--- src/rtl/lcd_bus_arbiter.sv ---
// Round-robin arbiter sharing one 8-bit text-LCD write bus between two requesters, with counter-timed rs/db setup, en pulse and hold.
// Optional power-up command sequence (38,0C,06,01) enabled by defining LCD_INIT_EN.
module lcd_bus_arbiter #(
    parameter int unsigned SETUP_CYC = 2,
    parameter int unsigned PULSE_CYC = 4,
    parameter int unsigned HOLD_CYC  = 2,
    parameter int unsigned CNT_W     = 4
) (
    input  logic       clk,
    input  logic       rst_n,
    input  logic       req0_valid,
    input  logic       req0_rs,
    input  logic [7:0] req0_data,
    output logic       req0_ready,
    input  logic       req1_valid,
    input  logic       req1_rs,
    input  logic [7:0] req1_data,
    output logic       req1_ready,
    output logic       busy,
    output logic       init_done,
    output logic       lcd_en,
    output logic       lcd_rs,
    output logic       lcd_rw,
    output logic [7:0] lcd_db,
    output logic       lcd_rst
);

    typedef enum logic [1:0] {
        IDLE  = 2'd0,
        SETUP = 2'd1,
        PULSE = 2'd2,
        HOLD  = 2'd3
    } state_t;

    localparam logic [CNT_W-1:0] SETUP_LD = CNT_W'(SETUP_CYC - 1);
    localparam logic [CNT_W-1:0] PULSE_LD = CNT_W'(PULSE_CYC - 1);
    localparam logic [CNT_W-1:0] HOLD_LD  = CNT_W'(HOLD_CYC - 1);

    state_t           state;
    logic [CNT_W-1:0] cnt;
    logic             last_gnt;
    logic             phase_end_c;
    logic             xfer0_c;
    logic             xfer1_c;
    logic             init_more_c;
    logic [7:0]       init_byte_c;

    assign lcd_rw      = 1'b0;
    assign phase_end_c = (cnt == '0);

`ifdef LCD_INIT_EN
    // init_idx points at the next ROM entry to issue; 4 means the sequence is finished
    logic [2:0] init_idx;

    always_comb begin
        init_more_c = (init_idx != 3'd4);
        case (init_idx[1:0])
            2'd0:    init_byte_c = 8'h38;
            2'd1:    init_byte_c = 8'h0C;
            2'd2:    init_byte_c = 8'h06;
            default: init_byte_c = 8'h01;
        endcase
    end

    always_ff @(posedge clk) begin
        if (!rst_n) begin
            init_idx <= '0;
        end else if (init_more_c && (state == IDLE || (state == HOLD && phase_end_c))) begin
            init_idx <= init_idx + 3'd1;
        end
    end

    always_ff @(posedge clk) begin
        if (!rst_n) begin
            init_done <= 1'b0;
        end else if (state == HOLD && phase_end_c && !init_more_c) begin
            init_done <= 1'b1;
        end
    end
`else
    assign init_more_c = 1'b0;
    assign init_byte_c = 8'h00;

    always_ff @(posedge clk) begin
        if (!rst_n) begin
            init_done <= 1'b0;
        end else begin
            init_done <= 1'b1;
        end
    end
`endif

    // Grant: lone requester wins; on contention the port not granted last wins
    always_comb begin
        req0_ready = 1'b0;
        req1_ready = 1'b0;
        if (rst_n && state == IDLE && init_done) begin
            if (req0_valid && req1_valid) begin
                req0_ready = last_gnt;
                req1_ready = !last_gnt;
            end else begin
                req0_ready = req0_valid;
                req1_ready = req1_valid && !req0_valid;
            end
        end
    end

    assign xfer0_c = req0_valid && req0_ready;
    assign xfer1_c = req1_valid && req1_ready;

    always_ff @(posedge clk) begin
        if (!rst_n) begin
            state    <= IDLE;
            cnt      <= '0;
            last_gnt <= 1'b1;
            busy     <= 1'b0;
            lcd_en   <= 1'b0;
            lcd_rs   <= 1'b0;
            lcd_db   <= 8'h00;
            lcd_rst  <= 1'b0;
        end else begin
            lcd_rst <= 1'b1;
            case (state)
                IDLE: begin
                    if (init_more_c) begin
                        lcd_rs <= 1'b0;
                        lcd_db <= init_byte_c;
                        state  <= SETUP;
                        cnt    <= SETUP_LD;
                        busy   <= 1'b1;
                    end else if (xfer0_c) begin
                        lcd_rs   <= req0_rs;
                        lcd_db   <= req0_data;
                        last_gnt <= 1'b0;
                        state    <= SETUP;
                        cnt      <= SETUP_LD;
                        busy     <= 1'b1;
                    end else if (xfer1_c) begin
                        lcd_rs   <= req1_rs;
                        lcd_db   <= req1_data;
                        last_gnt <= 1'b1;
                        state    <= SETUP;
                        cnt      <= SETUP_LD;
                        busy     <= 1'b1;
                    end
                end
                SETUP: begin
                    if (phase_end_c) begin
                        state  <= PULSE;
                        cnt    <= PULSE_LD;
                        lcd_en <= 1'b1;
                    end else begin
                        cnt <= cnt - CNT_W'(1);
                    end
                end
                PULSE: begin
                    if (phase_end_c) begin
                        state  <= HOLD;
                        cnt    <= HOLD_LD;
                        lcd_en <= 1'b0;
                    end else begin
                        cnt <= cnt - CNT_W'(1);
                    end
                end
                HOLD: begin
                    // Init entries chain straight into the next SETUP with no IDLE gap
                    if (phase_end_c) begin
                        if (init_more_c) begin
                            lcd_rs <= 1'b0;
                            lcd_db <= init_byte_c;
                            state  <= SETUP;
                            cnt    <= SETUP_LD;
                        end else begin
                            state <= IDLE;
                            busy  <= 1'b0;
                        end
                    end else begin
                        cnt <= cnt - CNT_W'(1);
                    end
                end
                default: begin
                    state <= IDLE;
                    busy  <= 1'b0;
                end
            endcase
        end
    end

endmodule
--- config.mk ---
export PLATFORM = sky130hd
export DESIGN_NAME = lcd_bus_arbiter
export DESIGN_NICKNAME = d
export VERILOG_FILES = /design/src/rtl/lcd_bus_arbiter.sv
export SDC_FILE = /design/constraint.sdc
export NUM_CORES = 1
export LEC_CHECK = 0
export ABC_CLOCK_PERIOD_IN_PS = 3800
export BUFFER_PORTS_ARGS = -buffer_cell sky130_fd_sc_hd__buf_2
export CAP_MARGIN = 10
export CORE_MARGIN = 4
export CORE_UTILIZATION = 30
export DETAILED_ROUTE_END_ITERATION = 7
export GPL_ROUTABILITY_DRIVEN = 0
export PLACE_DENSITY_LB_ADDON = 0.1
export SYNTH_ARGS = -nofsm -noshare
export SYNTH_HDL_FRONTEND = slang
export SYNTH_SLANG_ARGS = --single-unit
export TNS_END_PERCENT = 30
--- constraint.sdc ---
create_clock -name clk -period 3.8 [get_ports clk]
set_clock_uncertainty 0.15 [all_clocks]
set_input_delay 0.57 -clock clk [delete_from_list [all_inputs] [get_ports clk]]
set_output_delay 0.57 -clock clk [all_outputs]
set_load 0.005 [all_outputs]
=== Yosys cells after proc, flatten, opt, wreduce, memory -nomap -nowiden ===
Index checks and enable logic that the tools add are counted.

* Reduce and logical (&&, ||, !) cells: 18
* Equal/unequal tests: 8
* $add $sub $neg: 1
* Multiplexer cells: 28

{| class="wikitable"
|+ Operator list
! cell !! count
|-
| two-way mux 4 bit || 5
|-
| two-way mux 8 bit || 2
|-
| one-hot mux 4 bit (4 select lines) || 1
|-
| two-way mux 1 bit || 12
|-
| two-way mux 2 bit || 5
|-
| != test 2 bit, second input constant || 4
|-
| one-hot mux 2 bit (4 select lines) || 1
|-
| logical AND 1 bit || 6
|-
| AND reduction 3 bit || 2
|-
| nonzero test 2 bit || 3
|-
| equality test 2 bit, second input constant || 2
|-
| logical NOT 4 bit || 1
|-
| one-hot mux 1 bit (2 select lines) || 2
|-
| AND reduction 2 bit || 2
|-
| AND reduction 4 bit || 1
|-
| subtractor 4 x 1 -> 4 bit, second input constant || 1
|-
| != test 3 bit, second input constant || 1
|-
| equality test 2 x 1 -> 1 bit, second input constant || 1
|-
| logical NOT 1 bit || 2
|-
| logical NOT 2 bit || 1
|}

* Register bits after elaboration: 19
* Word-level logic and storage cells: 63

=== Depth between registers and ports, before layout ===
* Depth after elaboration: 8
* Depth in mapped cells: 7
* Mapped depth without buffers: 6

=== Worst setup path after synthesis ===
OpenSTA, ideal clock, no wires.

* Kind: register to output
* From: register state[0]
* To: output port req0_ready
* Stages on the path, launching flop included: 7
* Setup slack: 1.864 ns
* Arrival: 1.216 ns
* Data required time: 3.080 ns
* Cells stage by stage: dfxtp_1 inv_1 ha_1 and3_1 nand3_1 buf_4 inv_1

* Longest elaborated chain between the ends: 4

{| class="wikitable"
|+ Ends and longest elaborated chain
! what !! RTL line !! source
|-
| start, declared || 39 || <nowiki>state_t state;</nowiki>
|-
| start signal, assigned || 113 || <nowiki>state <= IDLE;</nowiki>
|-
| start signal, assigned || 128 || <nowiki>state <= SETUP;</nowiki>
|-
| start signal, assigned || 135 || <nowiki>state <= SETUP;</nowiki>
|-
| logical NOT 2 bit || 97 || <nowiki>if (rst_n && state == IDLE && init_done) begin</nowiki>
|-
| logical AND 1 bit (2 in series) || 97 ||
|-
| two-way mux 1 bit || 97 ||
|-
| end, declared || 14 || <nowiki>output logic req0_ready,</nowiki>
|}

No other way between the ends.

=== Final worst setup path ===
Ends and elaborated chain as after synthesis.

==> flow_metrics.tcl <==
set metrics [dict create \
    result_of_the_run "completed" \
    totalNegativeSetupSlack_ns 0 \
    synth.cell_area_um2 1020 \
    drt_pass1_iterations 3 \
    worst_path_most_repeated_cell "inv_1" \
    min-delay-path-class "reg2reg" \
    layout_worst_path_cycle_share_pct 71.6 \
    cts.sinks 19 \
    rsz_0062_raised_after_global_routing "false" \
    synth_xor_area_share_pct 0 \
    leading_cell_types_in_the_layout_fill_and_taps_excluded "36 x buf_2, 19 x dfxtp_1, 12 x a21oi_1" \
    final_core_utilization_pct 39.6 \
    die_area_um2 4400 \
    core-area_um2 3150 \
    register_area_share_after_synthesis_pct 37.3 \
    timing_worst_slew_pin_value_ns 0.638 \
    worst_path_slowest_cell "nand3_1" \
    die_width_um 66.3 \
    cp.required_ns 3.08 \
    end_kind "output port" \
    global_route.overflow_total 0 \
    cp_max_fo 11 \
    p_leak_nw 0.632 \
    drt_drc_violations_left 0 \
    finalMaxSlewViolations 0 \
    synth.mux.area_fraction_pct 9.80 \
    row_count 20 \
    synthesis.yosys.warnings 0 \
    htree_num_levels 1 \
    layout.nets 176 \
    synth_area_per_cell_um2 9.12 \
    synth.distinct_cells 34 \
    n_antenna_cell 0 \
    cts_buffers 3 \
    mappedNetlistNets 140 \
    fp.dieH_um 66.3 \
    clk_transition_reported_paths_ns 0.11 \
    num_io_pins 38 \
    root_buffer "clkbuf_4" \
    wire_length_reported_by_the_detailed_router_um 2340 \
    post_drt_via_cell_ratio 4.73 \
    arrival_ns 2.00 \
    synth_compound_gate_area_share_pct 23.9 \
    worstSetupPathType "reg2out" \
    worst_hold_startpoint "busy$_SDFFE_PN0P_" \
    cp_cell_sequence "inv_1 -> ha_1 -> and3_1 -> nand3_1 -> inv_1 -> buf_2" \
    vias_in_the_first_global_route 904 \
    ctsLongestPathBuffers 2 \
    most_frequent_standard_cell_in_the_layout_excluding_fill_and_tap_cells "buf_2" \
    critical_path.reg2reg.startpoint "state[0]$_SDFFE_PN0P_" \
    holdBufCountCts 0 \
    drt.antenna.violating_nets 0 \
    timing.hold.worst_path_depth 2 \
    synthesized_flop_and_latch_total 19 \
    floorplan.initialDensity_pct 32.4 \
    post-route-min-period_ns 2.72 \
    timing.hold.worst_endpoint "busy$_SDFFE_PN0P_" \
    combinational_family_with_the_most_area_after_synthesis "compound AO/OA/AOI/OAI gates" \
    cap_violations 0 \
    antenna_violations_before_repair 0 \
    post_synth_fa_ha_maj_area_fraction_pct 7.35 \
    first_iter_violations 58 \
    relSlewSlack_pct 57.3 \
    clk_latency_ns 0.29 \
    reg2reg_depth 6 \
    ir_worst_vdd_mv 0.299 \
    p_per_area_nw_per_um2 611 \
    grt_max_degree 20 \
    timing.rr.end "lcd_db[6]$_SDFFE_PN0P_" \
    grtUsageTotal_pct 11.4 \
    postCtsSetupRepairBufs 0 \
    worst_setup_sp_type "flip-flop" \
    clock.fmax_mhz 368 \
    setup_viol_count_final 0 \
    fillers 338 \
    post_cts_resize_count 0 \
    hpwlAfterDp_um 1750 \
    hold_viol 0 \
    detail_route.wl_per_cell_um 12.3 \
    synthesis.instances 112 \
    synth_simple_gate_area_share_pct 15.1 \
    syn2layout_area_growth_pct 22.3 \
    grt_pass1_wl_um 3900 \
    drive_above_1_share_pct 31.3 \
    timing.reg2reg.setup_slack_ns 1.70 \
    tritoncts "built" \
    crit_path_max_incr_delay_ns 0.47 \
    number_of_buffer_cells_added_on_primary_ports 36 \
    vias 903 \
]
-- cell usage after synthesis --
library cell	number	area, µm²
a2bb2oi_2	1	15.0
buf_4	4	30.0
nand4_1	1	6.26
or4_2	1	8.76
and3_1	2	12.5
o21a_2	1	8.76
a21boi_0	1	7.51
nor2_1	5	18.8
a21oi_1	12	60.1
inv_1	8	30.0
and2_1	1	6.26
dfxtp_1	19	380
nand3_1	1	5.00
o21ai_0	10	50.1
o311ai_0	1	8.76
o31a_1	1	8.76
nand2b_1	3	18.8
o22ai_1	1	6.26
nor3_1	5	25.0
nor3b_4	1	18.8
o31ai_1	1	7.51
a21o_1	1	7.51
a211oi_1	2	15.0
mux2i_1	10	100
ha_1	6	75.1
nand2_1	4	15.0
a22oi_2	1	12.5
o211ai_1	2	15.0
conb_1	1	3.75
clkbuf_1	1	3.75
nand3b_1	1	7.51
or3b_4	1	11.3
a211oi_2	1	12.5
a2bb2oi_1	1	8.76
-- critical path, delay by kind of cell, from the launching register on --
family,cells,cell delay (ns)
buf+inv,3,0.39
flops,1,0.36
fa+ha+maj,1,0.27
simple gates,2,0.69
-- worst max-delay path by stage --
stage                           from          to  slack (ns)
2_1_floorplan  state[0]$_SDFFE_PN0P_  req0_ready        1.86
3_3_place_gp                   rst_n  req0_ready        1.31
3_5_place_dp                   rst_n  req0_ready        1.24
4_1_cts        state[0]$_SDFFE_PN0P_  req0_ready        1.02
5_1_grt        state[1]$_SDFFE_PN0P_  req0_ready        0.85
6_report       state[0]$_SDFFE_PN0P_  req0_ready        1.08
-- state kept, by name, indices dropped and copies added (netlist names) --
name	count
busy	1
cnt	4
last_gnt	1
lcd_db	8
lcd_en	1
lcd_rs	1
lcd_rst	1
state	2
-- per-layer routing --
| layer | share of wire [%] | track usage, % | vias to the layer above |
|---|---|---|---|
| li1 | - | - | 474 |
| met2 | 42 | 18.0 | 22 |
| met4 | 1.6 | 3.05 | 0 |
| met3 | 6.8 | 4.93 | 4 |
| met1 | 50 | 14.2 | 403 |
| met5 | 0 | 0 | - |
-- cell type report --
class | instances | area, µm² | area share (%)
inverters | 8 | 30.0 | 2.40
flip-flops and latches | 19 | 380 | 30.5
repair buffers | 36 | 180 | 14.4
well taps | 44 | 55.1 | 4.41
clock buffers | 4 | 26.3 | 2.10
multi-input cells | 80 | 577 | 46.2
-- power by group --
group	leakage (nW)	switching [W]	internal [W]
Sequential	0.156	0.0000332	0.000243
Clock	0.0150	0.0000630	0.0000408
Combinational	0.461	0.000199	0.000184
Total	0.632	0.000295	0.000468
-- cell families (layout without fill, tap and decap cells) --
logic type	count (synthesis)	after routing
buffers and inverters	13	48
and+or+nand+nor	26	26
AOI/OAI and AO/OA	37	37
other	1	1
DFF	19	19
adders and majority gates	6	6
muxes	10	10
-- per-stage QoR --
stage	cell area, µm²	cells	setup slack [ns]	hold WS, ns	total power, W
after detailed placement	1220	187	1.24	0.328	0.000664
after global placement	1220	187	1.31	0.330	0.000659
final	1250	191	1.08	0.360	0.000763
after CTS	1250	191	1.02	0.355	0.000773
after global routing	1250	191	0.847	0.361	0.000834
after floorplan	1020	112	1.86	0.315	0.000572
No activity file was read; power rests on OpenSTA's default activity.
